### config.mk
export PLATFORM = sky130hd
export DESIGN_NAME = i2c_target_rx_flat
export DESIGN_NICKNAME = d
export VERILOG_FILES = /design/src/rtl/i2c_target_rx_if.sv /design/src/rtl/i2c_target_rx.sv /design/src/flat_wrapper.sv
export SDC_FILE = /design/constraint.sdc
export NUM_CORES = 1
export LEC_CHECK = 0
export CAP_MARGIN = 20
export CORE_MARGIN = 5
export CORE_UTILIZATION = 45
export CTS_BUF_LIST = sky130_fd_sc_hd__clkbuf_8 sky130_fd_sc_hd__clkbuf_16
export CTS_CLUSTER_SIZE = 16
export DETAILED_ROUTE_END_ITERATION = 10
export SETUP_SLACK_MARGIN = 0.05
export SYNTH_ARGS = -nofsm -noshare
export SYNTH_HDL_FRONTEND = slang
export SYNTH_SLANG_ARGS = --single-unit
### constraint.sdc
create_clock -name clk -period 3.6 [get_ports clk]
set_clock_uncertainty 0.15 [all_clocks]
set_input_delay 0.36 -clock clk [delete_from_list [all_inputs] [get_ports clk]]
set_output_delay 0.36 -clock clk [all_outputs]
set_load 0.01 [all_outputs]
### src/rtl/i2c_target_rx_if.sv
// I2C pin bundle between a bus driver (master side) and the write-only target receiver.
interface i2c_target_rx_if;
  logic i2c_scl_in;
  logic i2c_sda_in;
  logic sda_oe;

  modport master (output i2c_scl_in, output i2c_sda_in, input sda_oe);
  modport slave  (input i2c_scl_in, input i2c_sda_in, output sda_oe);
endinterface

### src/rtl/i2c_target_rx.sv
// Write-only I2C target: oversampled START/STOP detection, address match with ACK,
// register pointer then auto-incrementing data writes into a small register file.
//   state      | meaning
//   S_IDLE     | bus free or not addressed; wait for START
//   S_ADDR     | shifting in {addr, rw}
//   S_ADDR_ACK | driving ACK for a matching address
//   S_PTR      | shifting in the register pointer byte
//   S_PTR_ACK  | driving ACK for the pointer byte
//   S_DATA     | shifting in a data byte
//   S_DATA_ACK | driving ACK for a data byte (write already committed)
module i2c_target_rx #(
  parameter logic [6:0] DEV_ADDR = 7'h50,
  parameter int         NUM_REGS = 16,
  parameter int         REG_AW   = 4
) (
  input  logic              clk,
  input  logic              reset,
  i2c_target_rx_if.slave    bus,
  output logic              wr_en,
  output logic [REG_AW-1:0] wr_addr,
  output logic [7:0]        wr_data,
  input  logic [REG_AW-1:0] rd_addr,
  output logic [7:0]        rd_data,
  output logic              busy,
  output logic              nack_err
);

  typedef enum logic [2:0] {
    S_IDLE, S_ADDR, S_ADDR_ACK, S_PTR, S_PTR_ACK, S_DATA, S_DATA_ACK
  } state_e;

  state_e            state_q, state_d;
  logic              scl_s1_q, scl_s1_d, scl_s2_q, scl_s2_d, scl_p_q, scl_p_d;
  logic              sda_s1_q, sda_s1_d, sda_s2_q, sda_s2_d, sda_p_q, sda_p_d;
  logic [3:0]        bit_cnt_q, bit_cnt_d;
  logic [7:0]        shift_q, shift_d;
  logic [REG_AW-1:0] ptr_q, ptr_d;
  logic              busy_q, busy_d;
  logic              nack_q, nack_d;
  logic              sda_oe_q, sda_oe_d;
  logic              wr_en_q, wr_en_d;
  logic [REG_AW-1:0] wr_addr_q, wr_addr_d;
  logic [7:0]        wr_data_q, wr_data_d;
  logic [7:0]        rd_data_q, rd_data_d;
  logic [7:0]        regs_q [NUM_REGS];
  logic [7:0]        regs_d [NUM_REGS];

  logic scl_rise, scl_fall, start_ev, stop_ev;

  assign scl_rise = scl_s2_q & ~scl_p_q;
  assign scl_fall = ~scl_s2_q & scl_p_q;
  // SCL must be high on both samples so an SDA move coinciding with an SCL edge is not a condition
  assign start_ev = scl_s2_q & scl_p_q & sda_p_q & ~sda_s2_q;
  assign stop_ev  = scl_s2_q & scl_p_q & ~sda_p_q & sda_s2_q;

  always_comb begin
    scl_s1_d  = bus.i2c_scl_in;
    scl_s2_d  = scl_s1_q;
    scl_p_d   = scl_s2_q;
    sda_s1_d  = bus.i2c_sda_in;
    sda_s2_d  = sda_s1_q;
    sda_p_d   = sda_s2_q;
    state_d   = state_q;
    bit_cnt_d = bit_cnt_q;
    shift_d   = shift_q;
    ptr_d     = ptr_q;
    busy_d    = busy_q;
    nack_d    = nack_q;
    sda_oe_d  = sda_oe_q;
    wr_en_d   = 1'b0;
    wr_addr_d = wr_addr_q;
    wr_data_d = wr_data_q;
    regs_d    = regs_q;
    rd_data_d = regs_q[rd_addr];

    if (stop_ev) begin
      state_d   = S_IDLE;
      bit_cnt_d = 4'd0;
      sda_oe_d  = 1'b0;
      busy_d    = 1'b0;
    end else if (start_ev) begin
      state_d   = S_ADDR;
      bit_cnt_d = 4'd0;
      sda_oe_d  = 1'b0;
      nack_d    = 1'b0;
    end else begin
      case (state_q)
        S_ADDR, S_PTR, S_DATA: begin
          // full byte is acted on the clk after the 8th SCL rise, well before the next SCL fall
          if (bit_cnt_q == 4'd8) begin
            if (state_q == S_ADDR) begin
              if (shift_q == {DEV_ADDR, 1'b0}) begin
                busy_d  = 1'b1;
                state_d = S_ADDR_ACK;
              end else begin
                nack_d  = 1'b1;
                busy_d  = 1'b0;
                state_d = S_IDLE;
              end
            end else if (state_q == S_PTR) begin
              ptr_d   = shift_q[REG_AW-1:0];
              state_d = S_PTR_ACK;
            end else begin
              regs_d[ptr_q] = shift_q;
              wr_en_d       = 1'b1;
              wr_addr_d     = ptr_q;
              wr_data_d     = shift_q;
              ptr_d         = ptr_q + REG_AW'(1);
              state_d       = S_DATA_ACK;
            end
          end else if (scl_rise) begin
            shift_d   = {shift_q[6:0], sda_s2_q};
            bit_cnt_d = bit_cnt_q + 4'd1;
          end
        end
        S_ADDR_ACK, S_PTR_ACK, S_DATA_ACK: begin
          if (scl_fall) begin
            if (bit_cnt_q == 4'd8) begin
              sda_oe_d = 1'b1;
            end else if (bit_cnt_q == 4'd9) begin
              sda_oe_d  = 1'b0;
              bit_cnt_d = 4'd0;
              state_d   = (state_q == S_ADDR_ACK) ? S_PTR : S_DATA;
            end
          end else if (scl_rise && bit_cnt_q == 4'd8) begin
            bit_cnt_d = 4'd9;
          end
        end
        default: ;
      endcase
    end
  end

  // synchronizers reset to the idle-bus level so reset release never looks like an edge
  always_ff @(posedge clk or negedge reset) begin
    if (!reset) begin
      scl_s1_q  <= 1'b1;
      scl_s2_q  <= 1'b1;
      scl_p_q   <= 1'b1;
      sda_s1_q  <= 1'b1;
      sda_s2_q  <= 1'b1;
      sda_p_q   <= 1'b1;
      state_q   <= S_IDLE;
      bit_cnt_q <= 4'd0;
      shift_q   <= 8'h00;
      ptr_q     <= '0;
      busy_q    <= 1'b0;
      nack_q    <= 1'b0;
      sda_oe_q  <= 1'b0;
      wr_en_q   <= 1'b0;
      wr_addr_q <= '0;
      wr_data_q <= 8'h00;
      rd_data_q <= 8'h00;
      regs_q    <= '{default: 8'h00};
    end else begin
      scl_s1_q  <= scl_s1_d;
      scl_s2_q  <= scl_s2_d;
      scl_p_q   <= scl_p_d;
      sda_s1_q  <= sda_s1_d;
      sda_s2_q  <= sda_s2_d;
      sda_p_q   <= sda_p_d;
      state_q   <= state_d;
      bit_cnt_q <= bit_cnt_d;
      shift_q   <= shift_d;
      ptr_q     <= ptr_d;
      busy_q    <= busy_d;
      nack_q    <= nack_d;
      sda_oe_q  <= sda_oe_d;
      wr_en_q   <= wr_en_d;
      wr_addr_q <= wr_addr_d;
      wr_data_q <= wr_data_d;
      rd_data_q <= rd_data_d;
      regs_q    <= regs_d;
    end
  end

  assign bus.sda_oe = sda_oe_q;
  assign wr_en      = wr_en_q;
  assign wr_addr    = wr_addr_q;
  assign wr_data    = wr_data_q;
  assign rd_data    = rd_data_q;
  assign busy       = busy_q;
  assign nack_err   = nack_q;

endmodule

### src/flat_wrapper.sv
// flat-port wrapper written by rule: the top's interface ports become plain ports
module i2c_target_rx_flat 
#(
  parameter logic [6:0] DEV_ADDR = 7'h50,
  parameter int         NUM_REGS = 16,
  parameter int         REG_AW   = 4
)
  (clk, reset, wr_en, wr_addr, wr_data, rd_addr, rd_data, busy, nack_err, bus_i2c_scl_in, bus_i2c_sda_in, bus_sda_oe);
  i2c_target_rx_if bus_i ();
  input  logic clk;
  input  logic reset;
  output logic wr_en;
  output logic [REG_AW-1:0] wr_addr;
  output logic [7:0] wr_data;
  input  logic [REG_AW-1:0] rd_addr;
  output logic [7:0] rd_data;
  output logic busy;
  output logic nack_err;
  input wire logic [$bits(bus_i.i2c_scl_in)-1:0] bus_i2c_scl_in;
  input wire logic [$bits(bus_i.i2c_sda_in)-1:0] bus_i2c_sda_in;
  output wire logic [$bits(bus_i.sda_oe)-1:0] bus_sda_oe;
  assign bus_i.i2c_scl_in = bus_i2c_scl_in;
  assign bus_i.i2c_sda_in = bus_i2c_sda_in;
  assign bus_sda_oe = bus_i.sda_oe;
  i2c_target_rx #(.DEV_ADDR(DEV_ADDR), .NUM_REGS(NUM_REGS), .REG_AW(REG_AW)) u_core (.clk(clk), .reset(reset), .bus(bus_i), .wr_en(wr_en), .wr_addr(wr_addr), .wr_data(wr_data), .rd_addr(rd_addr), .rd_data(rd_data), .busy(busy), .nack_err(nack_err));
endmodule
# After elaboration in Yosys (flattened, before gate mapping)
# Index checks and enable logic that the tools add are counted.
# totals
in_bits,8
reg_bits,177
word_cells,148
out_inout_bits,24
# classes
bitwise,18
mux,50
n_lt_le_gt_ge,3
addsub,2
eq_ne,20
reduce_logical,22
# op_table
operator,count
$bwmux W128,1
$mux W4,9
$bmux W8 S4,1
$demux W8 S4,1
$mux W3,8
$mux W8,3
$mux W1,23
$reduce_and A5 Y1,4
$ne A4 B1 Y1 const B,4
$reduce_and A6 Y1,2
$reduce_bool A2 Y1,6
$ge A5 B5 Y1 const B,2
$ne A5 B5 Y1 const B,2
$not A4 Y5,2
$eq A3 B3 Y1 const B,3
$not A1 Y1,9
$add A4 B1 Y4 const B,2
$eq A4 B4 Y1 const B,2
$eq A8 B8 Y1 const B,1
$ne A4 B2 Y1 const B,2
$pmux W4 S2,1
$reduce_bool A4 Y1,2
$and A1 B1 Y1,7
$eq A3 B2 Y1 const B,2
other kinds (12),16

# Longest topological paths before layout
# depth
depth_word,8
ltp_mapped,8

# Worst setup path after synthesis
# Ideal clock, no wire load.
# synth_path
path_type,reg-to-reg
from,reg u_core.bit_cnt_q[0]
to,reg u_core.regs_q[112] (netlist bit)
path_buffers,2
stages_incl_launch_ff,9
setup_ns,0.125
t_arrival_ns,2.053
period_less_slack_ns,2.328
slack_ns,1.272
cell_sequence,dfrtp_1 -> inv_1 -> ha_1 -> and3b_1 -> buf_6 -> o211ai_4 -> buf_8 -> nor4_4 -> mux2_2
# synth_via
elab_chain_cells,2
# synth_rtl
item,line,source
"start, declared",i2c_target_rx.sv:35,"logic [3:0] bit_cnt_q, bit_cnt_d;"
"start signal, assigned",i2c_target_rx.sv:163,bit_cnt_q <= bit_cnt_d;
$eq A4 B4 Y1,i2c_target_rx.sv:90,if (bit_cnt_q == 4'd8) begin
$reduce_and A6 Y1 (no line),n/a,
"end signal, assigned",i2c_target_rx.sv:173,regs_q <= regs_d;
"end, declared",i2c_target_rx.sv:45,logic [7:0] regs_q [NUM_REGS];
# No other way between the ends.
# A chain may end at the register's enable or synchronous reset.

# Worst setup path in the final report
# layout_path
from,reg u_core.bit_cnt_q[0]
to,reg u_core.regs_q[105] (netlist bit)
# Same word-level chain as after synthesis.

==> flow_summary.yaml <==
run_status:
  status: "complete, no violations"
setup_path:
  worstSetupEndpointType: "register"
  path_class: "register to register"
  crit_fanout: 13
  rr_worst_depth: 6
  required_ns: 3.75
  cp.arrival_ns: 3.10
  start_kind: "register"
clock_tree:
  cts.path.max_buffers: 2
  cts.clk_slew.worst_paths_ns: 0.06
  htree_levels: 4
  cts_resized: 0
  cts_tree: "yes"
  numCtsBuffers: 17
  post_cts_buffers: 0
  cts_hold_buf: 1
  cts.sinks: 177
  cts_root_buf: "clkbuf_16"
  worstSkewPairLatency_ns: 0.42
grt:
  grt_pass1_vias: 4836
  antenna_found_initial: 0
  grt-ovfl-total: 0
  grt_pass1_wl_microns: 28400
  grt_max_degree: 92
  track_usage: 0.182
placement:
  dpl.hpwl_microns: 11500
  io_buffers: 31
  place.gp.congestion: 0.876
  pre_cts_ws_ns: 0.656
floorplanning:
  rows: 49
  die_h_microns: 145
  start_util: 0.456
  dieWidth_microns: 145
  top_level_ports: 32
  core_area_sq_mm: 0.0179
  die_area_sq_mm: 0.0210
yosys:
  syn_inst: 529
  synth.avg_cell_area_sq_um: 15.4
  synth.ff_latch_count: 177
  synthFlopType: "dfrtp_1"
  yosysWarnings: 0
  synth_edf_count: 0
  syn_area_sq_mm: 0.00817
  seq_area_frac_synth: 0.543
  synth.distinct_cells: 52
  synthesis.nets: 544
  async_flop_share: 1.00
sta:
  rsz0062_at_grt: "no"
  finalCritPeriodShare: 0.818
  finalSetupViolations: 0
  finalCriticalPeriod_ns: 2.94
  relSlewSlack: 0.425
  fin_ws_ns: 0.656
  setup_tns_ns: 0
  timing.fmax_mhz: 340
  drv_slew: 0
  finalHoldViolations: 0
  worst_pin_slew_ns: 0.858
route:
  wl_microns: 17600
  routedWlPerCell_microns: 22.1
  dr.pass1.iters: 5
  drc_errors: 0
  ant_nets: 0
  drt_iter0_drc: 282
  vias: 4566
  vias_per_cell: 5.75
hold_path:
  min_delay_path_depth: 1
  hold_path_class: "primary input to register"
finish:
  area_growth_pct: 14.2
  drive_above_1_share: 0.448
  fin_nets: 567
  diodes: 0
  fillers: 1448
pwr:
  ir_drop_mv: 0.315
  power_density_mw_per_mm2: 550
  p_leak_nw: 4.37
run:
  maxCapViolCount: 0
## flip-flops by register name (all words and copies together), names as in the netlist
signal and flops:
u_core.scl_p_q 1, u_core.scl_p_d 1, u_core.rd_data 8, u_core.wr_en 1, u_core.wr_addr 4, u_core.ptr_q 4
u_core.busy 1, u_core.shift_q 8, u_core.state_q 3, u_core.scl_s1_q 1, u_core.sda_p_q 1, u_core.nack_err 1
u_core.bus.sda_oe 1, u_core.regs_q 128, u_core.bit_cnt_q 4, u_core.wr_data 8, u_core.sda_p_d 1, u_core.sda_s1_q 1
## area by class of cell
class,count,area (sq um),share of cell area
clock buffers,20,467,0.0500
clock inverters,12,188,0.0201
well taps,229,287,0.0307
repair buffers,38,374,0.0401
multi-input cells,311,3550,0.381
flip-flops and latches,177,4440,0.476
inverters,7,26.3,0.00282
## synthesized netlist by cell type, types with 3 or more instances
master     count  area (sq um)
dfrtp_1      171          4280
mux2_2       149          1680
mux4_2        40           901
clkbuf_1      22          82.6
nand2_1       14          52.6
nor2_1        11          41.3
nand2b_1       8          50.1
nor3_4         8           130
buf_2          7          35.0
ha_1           7          87.6
inv_1          7          26.3
dfstp_2        6           158
o21ai_0        6          30.0
a21oi_1        5          25.0
a31oi_1        4          25.0
mux2i_1        4          40.0
nand3b_1       4          30.0
nor2_2         4          25.0
nor4_4         4          85.1
o2111ai_1      4          35.0
and2_1         3          18.8
buf_1          3          11.3
o211ai_1       3          22.5
## routing by layer
| layer | GRT usage | up-vias | share of wire |
|---|---|---|---|
| li1 | - | 2031 | - |
| met1 | 0.259 | 2448 | 0.47 |
| met4 | 0.0466 | 0 | 0.0098 |
| met3 | 0.0325 | 13 | 0.029 |
| met5 | 0 | - | 0 |
| met2 | 0.292 | 74 | 0.49 |
## power breakdown
group	internal (mW)	switching, mW	total (mW)
sequential	2.09	0.262	2.35
clock	1.28	0.758	2.04
combinational	0.311	0.437	0.748
## worst max-delay path, cell delays in order, from the launching register on
cell and delay (ns):
dfrtp_1 0.41, inv_1 0.10, ha_1 0.23, and3b_1 0.42, o211ai_4 0.37, nor4_4 0.74, mux2_2 0.41
## cell usage in the layout, fill, tap and decap left out, types with 2 or more instances in the layout
cell type	synthesis	layout
dfstp_2	6	6
inv_1	7	10
and2_1	3	3
clkbuf_8	0	3
nor2b_1	2	2
or4_1	2	2
dfrtp_1	171	171
or3_1	2	2
nand2_1	14	14
clkdlybuf4s50_1	0	29
bufinv_16	0	5
buf_4	0	5
o21ai_0	6	6
mux4_2	40	40
a31oi_1	4	4
nor2_2	4	4
mux2_2	149	149
nand3b_1	4	4
clkbuf_16	0	17
o22a_1	2	2
clkinv_2	0	2
o211ai_1	3	3
nor4_4	4	4
mux2i_1	4	4
nor3_4	8	8
a21oi_1	5	5
ha_1	7	7
o2111ai_1	4	4
nor2_1	11	11
nand2b_1	8	8
o31ai_1	2	2
nand3_1	2	2
## final timing paths
path / slack, ns / start / end
max in group asynchronous: 1.98 / reset / u_core.scl_s1_q$_DFF_PN1_
hold reg to reg: 0.21 / u_core.scl_s1_q$_DFF_PN1_ / u_core.scl_p_d$_DFF_PN1_
setup reg to reg: 0.66 / u_core.bit_cnt_q[0]$_DFFE_PN0P_ / u_core.regs_q[105]$_DFFE_PN0P_
setup / recovery: 0.66 / u_core.bit_cnt_q[0]$_DFFE_PN0P_ / u_core.regs_q[105]$_DFFE_PN0P_
min in group asynchronous: 0.41 / reset / u_core.bit_cnt_q[3]$_DFFE_PN0P_
hold / removal: 0.20 / bus_i2c_sda_in / u_core.sda_s1_q$_DFF_PN1_
## through the flow
| stage | power (mW) | cells | util | cell area, sq um | hold slack (ns) |
|---|---|---|---|---|---|
| 5_1_grt | 5.37 | 794 | 0.521 | 9330 | 0.185 |
| 6_report | 5.14 | 794 | 0.521 | 9330 | 0.196 |
| 3_5_place_dp | 3.13 | 761 | 0.484 | 8670 | 0.198 |
| 4_1_cts | 5.18 | 794 | 0.521 | 9330 | 0.178 |
| 2_1_floorplan | 2.90 | 529 | - | 8170 | -0.0856 |
| 3_3_place_gp | 3.11 | 761 | 0.484 | 8670 | 0.198 |
## logic make-up after synthesis
kind of cell    share of synthesized area
xor+xnor                          0.00306
simple gates                       0.0672
fa+ha+maj                          0.0107
buf+inv                            0.0222
mux                                 0.321
flops                               0.543
compound gates                     0.0332
Power figures use the tool's default switching activity.
